`src/rtl/skolem_witness_check_if.sv`:
```
// Handshake and result bundle between a Skolem-function netlist and its witness checker.
// With SKW_STICKY_ERR_EN defined, the bundle also carries err_sticky.
interface skolem_witness_check_if #(
    parameter int W  = 4,
    parameter int IW = $clog2(W)
);
    logic          start;
    logic [W-1:0]  s;
    logic [W-1:0]  t;
    logic          sk_bit;
    logic          sk_req;
    logic [IW-1:0] sk_idx;
    logic [W-1:0]  x_part;
    logic          busy;
    logic          done;
    logic [W-1:0]  x;
    logic [W-1:0]  prod;
    logic          ok;
    logic          ic;
    logic          err;
`ifdef SKW_STICKY_ERR_EN
    logic          err_sticky;

    modport master (
        output start, s, t, sk_bit,
        input  sk_req, sk_idx, x_part, busy, done, x, prod, ok, ic, err, err_sticky
    );
    modport slave (
        input  start, s, t, sk_bit,
        output sk_req, sk_idx, x_part, busy, done, x, prod, ok, ic, err, err_sticky
    );
`else
    modport master (
        output start, s, t, sk_bit,
        input  sk_req, sk_idx, x_part, busy, done, x, prod, ok, ic, err
    );
    modport slave (
        input  start, s, t, sk_bit,
        output sk_req, sk_idx, x_part, busy, done, x, prod, ok, ic, err
    );
`endif
endinterface

```
`src/rtl/skolem_witness_check.sv`:
```
// Collects a Skolem witness bit-serially, recomputes x*s mod 2^W by shift-add and checks it against t.
// Optional macro SKW_STICKY_ERR_EN adds a reset-cleared sticky error flag.
module skolem_witness_check #(
    parameter int W  = 4,
    parameter int IW = $clog2(W)
) (
    input  logic                    clk,
    input  logic                    rst,
    skolem_witness_check_if.slave   bus
);
    typedef enum logic [1:0] {IDLE, COLLECT, MUL, DONE} state_t;

    typedef struct packed {
        logic [W-1:0] prod;
        logic         ok;
        logic         ic;
        logic         err;
    } result_t;

    state_t        state, state_nxt;
    logic [IW-1:0] idx;
    logic [W-1:0]  s_q, t_q, x_q, acc;
    logic [W-1:0]  partial, acc_nxt;
    result_t       res, res_nxt;
    logic          last;

    assign last = (idx == IW'(W - 1));

    always_ff @(posedge clk) begin
        if (rst) state <= IDLE;
        else     state <= state_nxt;
    end

    always_comb begin
        state_nxt = state;
        case (state)
            IDLE:    if (bus.start) state_nxt = COLLECT;
            COLLECT: if (last)      state_nxt = MUL;
            MUL:     if (last)      state_nxt = DONE;
            DONE:                   state_nxt = IDLE;
            default:                state_nxt = IDLE;
        endcase
    end

    // In MUL, idx doubles as the multiplier bit position j.
    always_comb begin
        partial     = x_q[idx] ? (s_q << idx) : '0;
        acc_nxt     = acc + partial;
        res_nxt     = '0;
        res_nxt.prod = acc_nxt;
        res_nxt.ok  = (acc_nxt < t_q);
        res_nxt.ic  = (t_q != '0);
        res_nxt.err = res_nxt.ic & ~res_nxt.ok;
    end

    always_ff @(posedge clk) begin
        if (rst) begin
            idx <= '0;
            s_q <= '0;
            t_q <= '0;
            x_q <= '0;
            acc <= '0;
            res <= '0;
        end else begin
            case (state)
                IDLE: begin
                    if (bus.start) begin
                        s_q <= bus.s;
                        t_q <= bus.t;
                        x_q <= '0;
                        acc <= '0;
                        idx <= '0;
                        res <= '0;
                    end
                end
                COLLECT: begin
                    x_q[idx] <= bus.sk_bit;
                    idx      <= last ? '0 : idx + IW'(1);
                end
                MUL: begin
                    acc <= acc_nxt;
                    idx <= last ? '0 : idx + IW'(1);
                    // Results land at the edge into DONE so they are valid alongside done.
                    if (last) res <= res_nxt;
                end
                default: ;
            endcase
        end
    end

`ifdef SKW_STICKY_ERR_EN
    logic err_sticky_q;

    always_ff @(posedge clk) begin
        if (rst)                                   err_sticky_q <= 1'b0;
        else if (state == MUL && last && res_nxt.err) err_sticky_q <= 1'b1;
    end

    assign bus.err_sticky = err_sticky_q;
`endif

    assign bus.sk_req = (state == COLLECT);
    assign bus.sk_idx = (state == COLLECT) ? idx : '0;
    assign bus.x_part = x_q;
    assign bus.x      = x_q;
    assign bus.busy   = (state == COLLECT) || (state == MUL);
    assign bus.done   = (state == DONE);
    assign bus.prod   = res.prod;
    assign bus.ok     = res.ok;
    assign bus.ic     = res.ic;
    assign bus.err    = res.err;
endmodule

```
`src/flat_wrapper.sv`:
```
// flat-port wrapper written by rule: the top's interface ports become plain ports
module skolem_witness_check_flat 
#(
    parameter int W  = 4,
    parameter int IW = $clog2(W)
)
  (clk, rst, bus_start, bus_s, bus_t, bus_sk_bit, bus_sk_req, bus_sk_idx, bus_x_part, bus_busy, bus_done, bus_x, bus_prod, bus_ok, bus_ic, bus_err);
  skolem_witness_check_if #(.W(W), .IW(IW)) bus_i ();
  input  logic clk;
  input  logic rst;
  input wire logic [$bits(bus_i.start)-1:0] bus_start;
  input wire logic [$bits(bus_i.s)-1:0] bus_s;
  input wire logic [$bits(bus_i.t)-1:0] bus_t;
  input wire logic [$bits(bus_i.sk_bit)-1:0] bus_sk_bit;
  output wire logic [$bits(bus_i.sk_req)-1:0] bus_sk_req;
  output wire logic [$bits(bus_i.sk_idx)-1:0] bus_sk_idx;
  output wire logic [$bits(bus_i.x_part)-1:0] bus_x_part;
  output wire logic [$bits(bus_i.busy)-1:0] bus_busy;
  output wire logic [$bits(bus_i.done)-1:0] bus_done;
  output wire logic [$bits(bus_i.x)-1:0] bus_x;
  output wire logic [$bits(bus_i.prod)-1:0] bus_prod;
  output wire logic [$bits(bus_i.ok)-1:0] bus_ok;
  output wire logic [$bits(bus_i.ic)-1:0] bus_ic;
  output wire logic [$bits(bus_i.err)-1:0] bus_err;
  assign bus_i.start = bus_start;
  assign bus_i.s = bus_s;
  assign bus_i.t = bus_t;
  assign bus_i.sk_bit = bus_sk_bit;
  assign bus_sk_req = bus_i.sk_req;
  assign bus_sk_idx = bus_i.sk_idx;
  assign bus_x_part = bus_i.x_part;
  assign bus_busy = bus_i.busy;
  assign bus_done = bus_i.done;
  assign bus_x = bus_i.x;
  assign bus_prod = bus_i.prod;
  assign bus_ok = bus_i.ok;
  assign bus_ic = bus_i.ic;
  assign bus_err = bus_i.err;
  skolem_witness_check #(.W(W), .IW(IW)) u_core (.clk(clk), .rst(rst), .bus(bus_i));
endmodule
```
`config.mk`:
```
export PLATFORM = sky130hd
export DESIGN_NAME = skolem_witness_check_flat
export DESIGN_NICKNAME = d
export VERILOG_FILES = /design/src/rtl/skolem_witness_check_if.sv /design/src/rtl/skolem_witness_check.sv /design/src/flat_wrapper.sv
export SDC_FILE = /design/constraint.sdc
export NUM_CORES = 1
export LEC_CHECK = 0
export BUFFER_PORTS_ARGS = -buffer_cell sky130_fd_sc_hd__buf_2
export CORE_ASPECT_RATIO = 1.1
export CORE_UTILIZATION = 50
export CTS_CLUSTER_SIZE = 30
export DETAILED_ROUTE_END_ITERATION = 8
export PLACE_DENSITY = 0.74
export SLEW_MARGIN = 10
export SYNTH_ARGS = -nofsm -noshare
export SYNTH_HDL_FRONTEND = slang
export SYNTH_SLANG_ARGS = --single-unit
```
`constraint.sdc`:
```
create_clock -name clk -period 3.1 [get_ports clk]
set_input_delay 0.155 -clock clk [delete_from_list [all_inputs] [get_ports clk]]
set_output_delay 0.155 -clock clk [all_outputs]
set_load 0.05 [all_outputs]
```
==> impl_metrics.env <==
export IMPL_portBuffers=31
export IMPL_tns_ns=0
export IMPL_yosysTopAreaCell="dfxtp_1"
export IMPL_fmaxAchievable_mhz=348
export IMPL_grt_ovfl_total=0
export IMPL_drt_iter0_markers=55
export IMPL_ir_drop_mv=0.633
export IMPL_synthArstFlopShare_pct=0
export IMPL_clkTransAtPathRegs_ns=0.15
export IMPL_area_delta_synth_final_pct=10.6
export IMPL_antenna_found_initial=0
export IMPL_power_share_clock_pct=12.6
export IMPL_wirelength_mm=3.06
export IMPL_start_util_pct=53.3
export IMPL_root_buffer="clkbuf_4"
export IMPL_critical_path_max_fanout=10
export IMPL_insertion_delay_ns=0.32
export IMPL_place_hpwl_mm=2.27
export IMPL_synth_seq_area_share_pct=36.2
export IMPL_dr_wl_met3_um=98
export IMPL_p_comb_share_pct=50.4
export IMPL_htreeDepth=1
export IMPL_ant_nets=0
export IMPL_wl_met2_mm=1.47
export IMPL_relSlewSlack_pct=64.2
export IMPL_intPower_mw=0.625
export IMPL_grt_max_degree=29
export IMPL_hp_class="primary input to flop"
export IMPL_gp_congestion=0.793
export IMPL_clk_path_buf_depth=2
export IMPL_rsz0062_at_grt="false"
export IMPL_wl_per_cell_um=13.1
export IMPL_critPathKind="flop to flop"
export IMPL_synthTopCellsByCount="nand2_1 (31), dfxtp_1 (27), a21oi_1 (16)"
export IMPL_run_status="complete, no violations"
export IMPL_dr_pass1_iters=4
export IMPL_drive_gt1_share_pct=21.4
export IMPL_hold_violations=0
export IMPL_cts_tree="yes"
export IMPL_vias=1267
export IMPL_worstHoldStart="bus_t[1]"
export IMPL_power_mw=1.21
export IMPL_ys_flop_type="dfxtp_1"
export IMPL_core_area_mm2=0.00280
export IMPL_holdPathStages=3
export IMPL_p_leak_nw=0.767
export IMPL_ys_seq_elements=27
export IMPL_cp_start_kind="flop"
export IMPL_endpoint_kind="flop"
export IMPL_synth_top_cell_area_share_pct=36.2
export IMPL_synth_edf_count=0
export IMPL_synth_top_cells_by_area="dfxtp_1 (36%), ha_1 (12%), nand2_1 (7.8%)"
export IMPL_startpoint="u_core.idx[0]"
export IMPL_maxUsedRoutingLayer="met4"
export IMPL_synthCells=178
export IMPL_period_minus_slack_ns=2.87
export IMPL_ios=32
export IMPL_cts_setup_buffers=0
export IMPL_tightest_slew_ns=0.536
export IMPL_maxCapViolCount=0
export IMPL_n_antenna_cell=0
export IMPL_yosysUniqueCellTypes=32
export IMPL_p_switching_mw=0.581
export IMPL_p_per_area_mw_per_mm2=730
export IMPL_die_h_um=59.3
export IMPL_wl_met1_mm=1.46
export IMPL_fin_skew_ns=0.00803
export IMPL_cts_sinks=27
export IMPL_grt_total_usage_pct=21.6
export IMPL_grt_pass1_wl_mm=5.04
export IMPL_rrSetupSlack_ns=0.23
export IMPL_seqPwrFrac_pct=36.9
export IMPL_synth_warnings=0
export IMPL_die_w_um=54.1
export IMPL_numCtsBuffers=3
export IMPL_fin_nets=229
export IMPL_syn_area_per_cell_um2=8.39
export IMPL_critPathArrivalTime_ns=3.11
export IMPL_via_per_inst=5.41
export IMPL_switching_share_pct=48.2
export IMPL_drc=0
export IMPL_syn_area_mm2=0.00149
export IMPL_syn_nets=205
export IMPL_r2r_cells=10
export IMPL_row_count=20
export IMPL_yosysMostFrequentCell="nand2_1"
export IMPL_r2r_start="u_core.idx[0]"
export IMPL_setup_viol=0
export IMPL_min_to="u_core.t_q[1]"
export IMPL_period_share_pct=92.7
export IMPL_required_ns=3.34
export IMPL_maxSlewViolCount=0
export IMPL_grt_pass1_vias=1160
export IMPL_die_area_mm2=0.00321
export IMPL_r2r_end="u_core.bus.err"
power groups by stage:
stage                     clock, mW  combinational, mW  sequential, mW
after floorplan                   0              0.491           0.455
after global placement            0              0.582           0.448
after detailed placement          0              0.600           0.451
after CTS                     0.159              0.606           0.444
after global routing          0.175              0.664           0.454
final                         0.152              0.608           0.445
worst max-delay path, cell delays in order (launching register included):
cell and delay (ns):
dfxtp_2 0.46, mux4_2 0.55, and2_1 0.16, ha_1 0.32, a21oi_1 0.17, xor2_1 0.19, xnor2_1 0.21, inv_1 0.08
ha_1 0.32, a21oi_1 0.07, o32ai_1 0.27
cell usage in the layout (no fill, tap or decap), types with 2 or more instances in the layout:
master	n
a21o_1	6
a21oi_1	16
a32oi_1	5
and2_1	2
buf_2	31
clkbuf_4	3
dfxtp_1	25
dfxtp_2	2
ha_1	14
inv_1	10
inv_2	2
mux2i_1	5
nand2_1	31
nand2b_1	3
nand3_1	8
nand3b_1	2
nor2_1	13
o21ai_0	3
o21ai_1	3
o32ai_1	3
xor2_1	2
layout make-up:
cell class                      count  area [um2]
Clock buffer                        3        22.5
Clock inverter                      1        5.00
Fill cell                         266        1150
Inverter                           12        45.0
Multi-Input combinational cell    127         841
Sequential cell                    27         543
Tap cell                           33        41.3
Timing Repair Buffer               31         155
worst max path at each step:
stage | endpoint | slack (ns) | cells past startpoint
3_5_place_dp | u_core.bus.err | 0.13 | 10
6_report | u_core.bus.err | 0.23 | 10
5_1_grt | u_core.bus.err | 0.03 | 10
3_3_place_gp | u_core.bus.err | 0.28 | 10
4_1_cts | u_core.bus.err | 0.12 | 10
2_1_floorplan | u_core.bus.err | 0.38 | 10
repair_timing:
item / CTS / global route
endpoints found under the hold margin: 0 / 0
hold buffers: 0 / 0
endpoints found under the setup margin: 0 / 2
gates resized for setup: 0 / 2
state kept, by name, summed over array words and instances, names as in the netlist:
name and cells:
u_core.acc 4, u_core.bus.prod 4, u_core.bus.x 4, u_core.s_q 4, u_core.t_q 4, u_core.idx 2, u_core.state 2, u_core.bus.err 1
u_core.bus.ic 1, u_core.bus.ok 1
through the flow:
| stage | hold slack (ns) | worst slack [ns] | instances | area [um2] | util [%] |
|---|---|---|---|---|---|
| global placement | 0.396 | 0.285 | 230 | 1620 | 57.9 |
| floorplan | 0.291 | 0.377 | 178 | 1490 | - |
| CTS | 0.0373 | 0.118 | 234 | 1650 | 58.9 |
| detailed placement | 0.404 | 0.133 | 230 | 1620 | 57.9 |
| finish | 0.0477 | 0.227 | 234 | 1650 | 59.0 |
| global route | 0.0432 | 0.0281 | 234 | 1650 | 59.0 |
layer usage:
layer | track usage, % | vias to the layer above
met1 | 28.4 | 582
met4 | 7.69 | 0
met5 | 0 | -
met3 | 3.08 | 2
li1 | - | 652
met2 | 35.4 | 31
cell families after synthesis:
| kind of cell | synth area share (%) |
|---|---|
| AO/OA/AOI/OAI | 18.0 |
| XOR/XNOR | 1.76 |
| adder cells (fa/ha/maj) | 13.1 |
| buffers and inverters | 7.54 |
| flip-flops | 36.2 |
| multiplexers | 4.86 |
| AND/OR/NAND/NOR | 18.6 |
No activity file was read; power rests on OpenSTA's default activity.
